File: config.mk
export PLATFORM = sky130hd
export DESIGN_NAME = plab4_net_domain_merge
export DESIGN_NICKNAME = d
export VERILOG_FILES = /design/src/rtl/plab4_net_domain_merge_pkg.sv /design/src/rtl/plab4_net_domain_queue.sv /design/src/rtl/plab4_net_domain_merge.sv
export SDC_FILE = /design/constraint.sdc
export NUM_CORES = 1
export LEC_CHECK = 0
export CELL_PAD_IN_SITES_DETAIL_PLACEMENT = 0
export CELL_PAD_IN_SITES_GLOBAL_PLACEMENT = 1
export CORE_MARGIN = 2
export CORE_UTILIZATION = 39
export DETAILED_ROUTE_END_ITERATION = 7
export GPL_TIMING_DRIVEN = 0
export PLACE_DENSITY = 0.77
export SLEW_MARGIN = 20
export SYNTH_ARGS = -nofsm -noshare
export SYNTH_HDL_FRONTEND = slang
export SYNTH_SLANG_ARGS = --single-unit
File: constraint.sdc
create_clock -name clk -period 4.02 [get_ports clk]
set_input_delay 0.402 -clock clk [delete_from_list [all_inputs] [get_ports clk]]
set_output_delay 0.402 -clock clk [all_outputs]
set_load 0.01 [all_outputs]
File: src/rtl/plab4_net_domain_merge_pkg.sv
// Shared domain encodings and network message width helper for the
// domain merge/demux pair on the RingNetAlt-Sep links.
package plab4_net_domain_merge_pkg;

  localparam logic DOMAIN_D1 = 1'b0;
  localparam logic DOMAIN_D2 = 1'b1;

  // Control message = payload + opaque + src + dest fields.
  function automatic int vc_net_msg_nbits(input int p_payload, input int p_opaque,
                                          input int p_srcdest);
    return p_payload + p_opaque + 2 * p_srcdest;
  endfunction

endpackage

File: src/rtl/plab4_net_domain_queue.sv
// Count/pointer FIFO holding one {control, data} entry per slot. No bypass and
// no pipelined-full: rdy reflects only the registered count.
module plab4_net_domain_queue
  import plab4_net_domain_merge_pkg::*;
#(
  parameter int p_nbits       = 73,
  parameter int p_num_entries = 2
) (
  input  logic               clk,
  input  logic               reset,
  input  logic               enq_val,
  output logic               enq_rdy,
  input  logic [p_nbits-1:0] enq_msg,
  input  logic               deq_en,
  output logic               deq_val,
  output logic [p_nbits-1:0] deq_msg
);

  localparam int PTR_W = (p_num_entries > 1) ? $clog2(p_num_entries) : 1;
  localparam int CNT_W = PTR_W + 1;

  logic [p_nbits-1:0] mem_q [p_num_entries];
  logic [PTR_W-1:0]   wr_ptr_q, wr_ptr_d;
  logic [PTR_W-1:0]   rd_ptr_q, rd_ptr_d;
  logic [CNT_W-1:0]   count_q, count_d;
  logic               full, empty, enq, deq;

  assign full    = (count_q == CNT_W'(p_num_entries));
  assign empty   = (count_q == '0);
  assign enq     = enq_val & ~full;
  assign deq     = deq_en & ~empty;
  assign enq_rdy = ~full;
  assign deq_val = ~empty;
  assign deq_msg = mem_q[rd_ptr_q];

  always_comb begin
    wr_ptr_d = wr_ptr_q;
    rd_ptr_d = rd_ptr_q;
    count_d  = count_q;
    if (enq) wr_ptr_d = wr_ptr_q + PTR_W'(1);
    if (deq) rd_ptr_d = rd_ptr_q + PTR_W'(1);
    if (enq && !deq)      count_d = count_q + CNT_W'(1);
    else if (deq && !enq) count_d = count_q - CNT_W'(1);
  end

  always_ff @(posedge clk or posedge reset) begin
    if (reset) begin
      wr_ptr_q <= '0;
      rd_ptr_q <= '0;
      count_q  <= '0;
    end else begin
      wr_ptr_q <= wr_ptr_d;
      rd_ptr_q <= rd_ptr_d;
      count_q  <= count_d;
    end
  end

  // Storage is data only; stale entries are unreachable once the count clears.
  always_ff @(posedge clk) begin
    if (enq) mem_q[wr_ptr_q] <= enq_msg;
  end

endmodule

File: src/rtl/plab4_net_domain_merge.sv
// Merges the two per-domain router output channels onto one ring link with a
// domain tag, using round-robin arbitration that locks the grant while stalled.
module plab4_net_domain_merge
  import plab4_net_domain_merge_pkg::*;
#(
  parameter int p_msg_cnbits  = vc_net_msg_nbits(32, 3, 3),
  parameter int p_msg_dnbits  = 32,
  parameter int p_num_entries = 2
) (
  input  logic                    clk,
  input  logic                    reset,
  input  logic                    in_val_d1,
  output logic                    in_rdy_d1,
  input  logic [p_msg_cnbits-1:0] in_msg_control_d1,
  input  logic [p_msg_dnbits-1:0] in_msg_data_d1,
  input  logic                    in_val_d2,
  output logic                    in_rdy_d2,
  input  logic [p_msg_cnbits-1:0] in_msg_control_d2,
  input  logic [p_msg_dnbits-1:0] in_msg_data_d2,
  output logic                    out_val,
  input  logic                    out_rdy,
  output logic [p_msg_cnbits-1:0] out_msg_control,
  output logic [p_msg_dnbits-1:0] out_msg_data,
  output logic                    out_domain
);

  localparam int MSG_W = p_msg_cnbits + p_msg_dnbits;

  logic             val_d1, val_d2, deq_d1, deq_d2;
  logic [MSG_W-1:0] head_d1, head_d2, head;
  logic             grant, fire;
  logic             pri_q, pri_d;
  logic             lock_q, lock_d;
  logic             lock_dom_q, lock_dom_d;

  plab4_net_domain_queue #(.p_nbits(MSG_W), .p_num_entries(p_num_entries)) q_d1 (
    .clk     (clk),
    .reset   (reset),
    .enq_val (in_val_d1),
    .enq_rdy (in_rdy_d1),
    .enq_msg ({in_msg_control_d1, in_msg_data_d1}),
    .deq_en  (deq_d1),
    .deq_val (val_d1),
    .deq_msg (head_d1)
  );

  plab4_net_domain_queue #(.p_nbits(MSG_W), .p_num_entries(p_num_entries)) q_d2 (
    .clk     (clk),
    .reset   (reset),
    .enq_val (in_val_d2),
    .enq_rdy (in_rdy_d2),
    .enq_msg ({in_msg_control_d2, in_msg_data_d2}),
    .deq_en  (deq_d2),
    .deq_val (val_d2),
    .deq_msg (head_d2)
  );

  // A stalled grant stays locked so the far-end demux sees a stable message.
  always_comb begin
    grant = pri_q;
    if (lock_q)                grant = lock_dom_q;
    else if (val_d1 && val_d2) grant = pri_q;
    else if (val_d1)           grant = DOMAIN_D1;
    else if (val_d2)           grant = DOMAIN_D2;
  end

  assign out_val         = (grant == DOMAIN_D2) ? val_d2 : val_d1;
  assign head            = (grant == DOMAIN_D2) ? head_d2 : head_d1;
  assign out_msg_control = out_val ? head[MSG_W-1 -: p_msg_cnbits] : '0;
  assign out_msg_data    = out_val ? head[p_msg_dnbits-1:0] : '0;
  assign out_domain      = out_val ? grant : DOMAIN_D1;
  assign fire            = out_val & out_rdy;
  assign deq_d1          = fire & (grant == DOMAIN_D1);
  assign deq_d2          = fire & (grant == DOMAIN_D2);

  always_comb begin
    pri_d      = pri_q;
    lock_d     = lock_q;
    lock_dom_d = lock_dom_q;
    if (fire) begin
      pri_d  = ~grant;
      lock_d = 1'b0;
    end else if (out_val) begin
      lock_d     = 1'b1;
      lock_dom_d = grant;
    end
  end

  always_ff @(posedge clk or posedge reset) begin
    if (reset) begin
      pri_q      <= DOMAIN_D1;
      lock_q     <= 1'b0;
      lock_dom_q <= DOMAIN_D1;
    end else begin
      pri_q      <= pri_d;
      lock_q     <= lock_d;
      lock_dom_q <= lock_dom_d;
    end
  end

endmodule

==> results_dict.tcl <==
set metrics [dict create \
    grt_pass1_vias 6620 \
    detail_route.first_pass.iterations 5 \
    synthTopCellsByArea "sky130_fd_sc_hd__edfxtp_1 (76%), sky130_fd_sc_hd__mux2i_1 (13%), sky130_fd_sc_hd__o22ai_1 (4.0%)" \
    worst_pin_slew_ns 0.833 \
    timing.critical_path.from "q_d2.count_q[0]" \
    cell_rows 62 \
    post_cts_resize_count 0 \
    power.switching_fraction_pct 32.3 \
    finalNetCount 1029 \
    buffer_ports.inserted 227 \
    final_layout_size_suffix_gt1_share_pct 9.88 \
    average_wire_per_standard_cell_um 19.8 \
    post-cts-setup-buffers 0 \
    crit_fanout 10 \
    final.hold.worst_slack_ns 0.143 \
    synth.cell_area_um2 11500 \
    grt_usage_pct 16.1 \
    ys.flop_type "sky130_fd_sc_hd__edfxtp_1" \
    proportion_of_power_drawn_by_combinational_gates_pct 42.1 \
    place_congestion 0.721 \
    num_cts_buffers 31 \
    grt_first_pass_wirelength_mm 38.1 \
    drt-vias-per-instance 4.95 \
    cts.root.buffer_cell "sky130_fd_sc_hd__clkbuf_16" \
    outcome "finished, final reports clean" \
    total_routed_wirelength_mm 25.4 \
    critical_path.cell_chain "clkbuf_2, o21ai_1, a2bb2oi_4, buf_2, o22ai_1, clkdlybuf4s50_1" \
    ant_nets 0 \
    cellInternalPower_mw 8.61 \
    ctsHtreeMaxLevel 1 \
    power_switching_mw 4.11 \
    drtIter0Drc 376 \
    timing.max_cap.violations 0 \
    dieWidth_um 176 \
    critPathRequiredTime_ns 3.62 \
    dieHeight_um 176 \
    dpl.hpwl_mm 16.6 \
    seq_area_frac_synth_pct 78.6 \
    die-area_um2 30900 \
    power.share.clock_pct 22.5 \
    setup_viol 0 \
    insertion_delay_to_the_later_sink_of_the_worst_skew_pair_ns 0.55 \
    worst_slew_margin_rel_pct 44.5 \
    worst_clock_skew_ns 0.00606 \
    post-route-period-util_pct 77.9 \
    timing.critical_path.to_type "output pin" \
    totalPowerFinal_mw 12.7 \
    ctsHoldBuffers 0 \
    clock_sinks 303 \
    critPathKind "reg2out" \
    postSynthRegisterBits 303 \
    syn_to_final_growth_pct 34.6 \
    post-synth-top-area-cell "sky130_fd_sc_hd__edfxtp_1" \
    list_of_most_frequent_post_synthesis_cells "sky130_fd_sc_hd__edfxtp_1 (292), sky130_fd_sc_hd__mux2i_1 (146), sky130_fd_sc_hd__o22ai_1 (73), sky130_fd_sc_hd__buf_2 (24), sky130_fd_sc_hd__dfrtp_1 (11)" \
    boundaryPins 228 \
    ys_warn_count 0 \
    drc 0 \
    post-route-min-period_ns 3.13 \
    postSynthCellCount 608 \
    grt_start_max_net_pins 41 \
    synth-async-reset-ratio_pct 3.63 \
    holdCritPathClass "in2async" \
    synth_edf_count 292 \
    power_leakage_nw 5.53 \
    clk_pin_slew_worst_paths_ns 0.06 \
    synth_nets 761 \
    fmax_ghz 0.319 \
    via_count 6369 \
    cts_tree "done" \
    peakVddDrop_mv 0.383 \
    floorplan.initialDensity_pct 39.9 \
    start_kind "register" \
    yosysUniqueCellTypes 33 \
    overflow 0 \
    synthMostInstantiatedCell "sky130_fd_sc_hd__edfxtp_1" \
    rsz0062_at_grt "no" \
    synth.top_cell.area_share_pct 76.2 \
    antenna_found_initial 1 \
    arrival_ns 2.73 \
    critical_path.reg2reg.startpoint "q_d2.count_q[0]" \
    critPathMaxStageDelay_ns 0.59 \
    cts-root-to-sink-buffers 3 \
    seqPwrFrac_pct 35.4 \
    timing.final.ws_setup_ns 0.887 \
    critical_path.slowest_cell "sky130_fd_sc_hd__clkdlybuf4s50_1" \
    preCtsSetupSlack_ns 1.42 \
    power_density_of_the_placed_cells_nw_per_um2 821 \
    area_of_the_placeable_core_um2 28900 \
    timing_hold_violations_final 0 \
    post_synth.cell_area_avg_um2 18.9 \
    timing_max_transition_violations_final 0 \
]
sequential cells by signal (all words and copies together), names as in the netlist:
name and cells:
q_d1.mem_q 146, q_d2.mem_q 146, q_d1.count_q 2, q_d2.count_q 2, lock_dom_q 1, lock_q 1
pri_q 1, q_d1.rd_ptr_q 1, q_d1.wr_ptr_q 1, q_d2.rd_ptr_q 1, q_d2.wr_ptr_q 1
critical path: cells and delay by family (launching register included):
family | cells | cell delay, ns
AO/OA/AOI/OAI | 3 | 0.81
flip-flops | 1 | 0.37
buffers and inverters | 3 | 1.00
per-stage QoR:
stage	instances	area [um2]	setup TNS [ns]	utilization, %
finish	1286	15500	0	53.7
CTS	1285	15500	0	53.7
global route	1286	15500	0	53.7
global placement	1219	14300	-155.45	49.4
detailed placement	1227	14500	0	50.1
floorplan	608	11500	0	-
routing by layer:
layer / routed length (um) / global-route usage [%]
met4: 490 / 4.13
met2: 12700 / 27.7
met3: 1480 / 3.29
met1: 10800 / 21.0
met5: 0 / 0
placed cells by master, fill, tap and decap left out, types with 2 or more instances in the layout:
cell and n:
sky130_fd_sc_hd__o22ai_1 73, sky130_fd_sc_hd__clkbuf_16 31, sky130_fd_sc_hd__clkinv_2 4, sky130_fd_sc_hd__nor2_4 3, sky130_fd_sc_hd__inv_1 5, sky130_fd_sc_hd__dfrtp_1 11
sky130_fd_sc_hd__edfxtp_1 292, sky130_fd_sc_hd__nand2_1 3, sky130_fd_sc_hd__clkbuf_1 9, sky130_fd_sc_hd__nor2_1 4, sky130_fd_sc_hd__o21ai_0 3, sky130_fd_sc_hd__buf_2 24
sky130_fd_sc_hd__bufinv_16 5, sky130_fd_sc_hd__ha_1 2, sky130_fd_sc_hd__buf_16 3, sky130_fd_sc_hd__a21oi_1 2, sky130_fd_sc_hd__clkdlybuf4s50_1 227, sky130_fd_sc_hd__clkinv_1 10
sky130_fd_sc_hd__xor2_1 4, sky130_fd_sc_hd__nor3_1 2, sky130_fd_sc_hd__and3_4 2, sky130_fd_sc_hd__nand2b_1 3, sky130_fd_sc_hd__xnor2_1 6, sky130_fd_sc_hd__buf_4 6
sky130_fd_sc_hd__mux2i_1 146, sky130_fd_sc_hd__buf_12 5
power groups by stage:
stage               logic (mW)  registers [mW]  clock network (mW)
floorplan                 2.79            4.57                   0
global placement          5.26            4.64                   0
detailed placement        5.45            4.57                   0
CTS                       5.48            4.51                2.94
global route              5.78            4.57                3.06
finish                    5.35            4.50                2.86
path summary, 6_finish.rpt:
kind,endpoint,slack [ns],depth (start not counted)
worst max-delay path,out_msg_data[12],0.89,6
worst min-delay path,q_d1.wr_ptr_q,0.14,2
worst max register to register,q_d2.mem_q[0][72],1.95,6
worst min register to register,q_d2.wr_ptr_q,0.55,1
max in group asynchronous,q_d2.rd_ptr_q,3.58,2
min in group clk,q_d1.mem_q[0][58],0.43,1
final cells by class:
type / count / area (um2)
Timing Repair Buffer: 235 / 2450
Sequential cell: 303 / 9040
Antenna cell: 1 / 2.50
Multi-Input combinational cell: 266 / 2290
Clock inverter: 21 / 224
Fill cell: 2326 / 13400
Buffer: 34 / 181
Clock buffer: 37 / 798
Tap cell: 384 / 480
Inverter: 5 / 18.8
kinds of logic (layout without fill, tap and decap cells):
logic type      after synthesis  after routing  share of synthesized area (%)
compound gates               88             88                           5.07
xor+xnor                     10             10                          0.761
fa+ha+maj                     2              2                          0.217
buf+inv                      39            332                           1.74
flops                       303            303                           78.6
mux                         146            146                           12.7
other cells                   0              1                              0
simple gates                 20             20                          0.946
(Power assumes the default switching activity.)
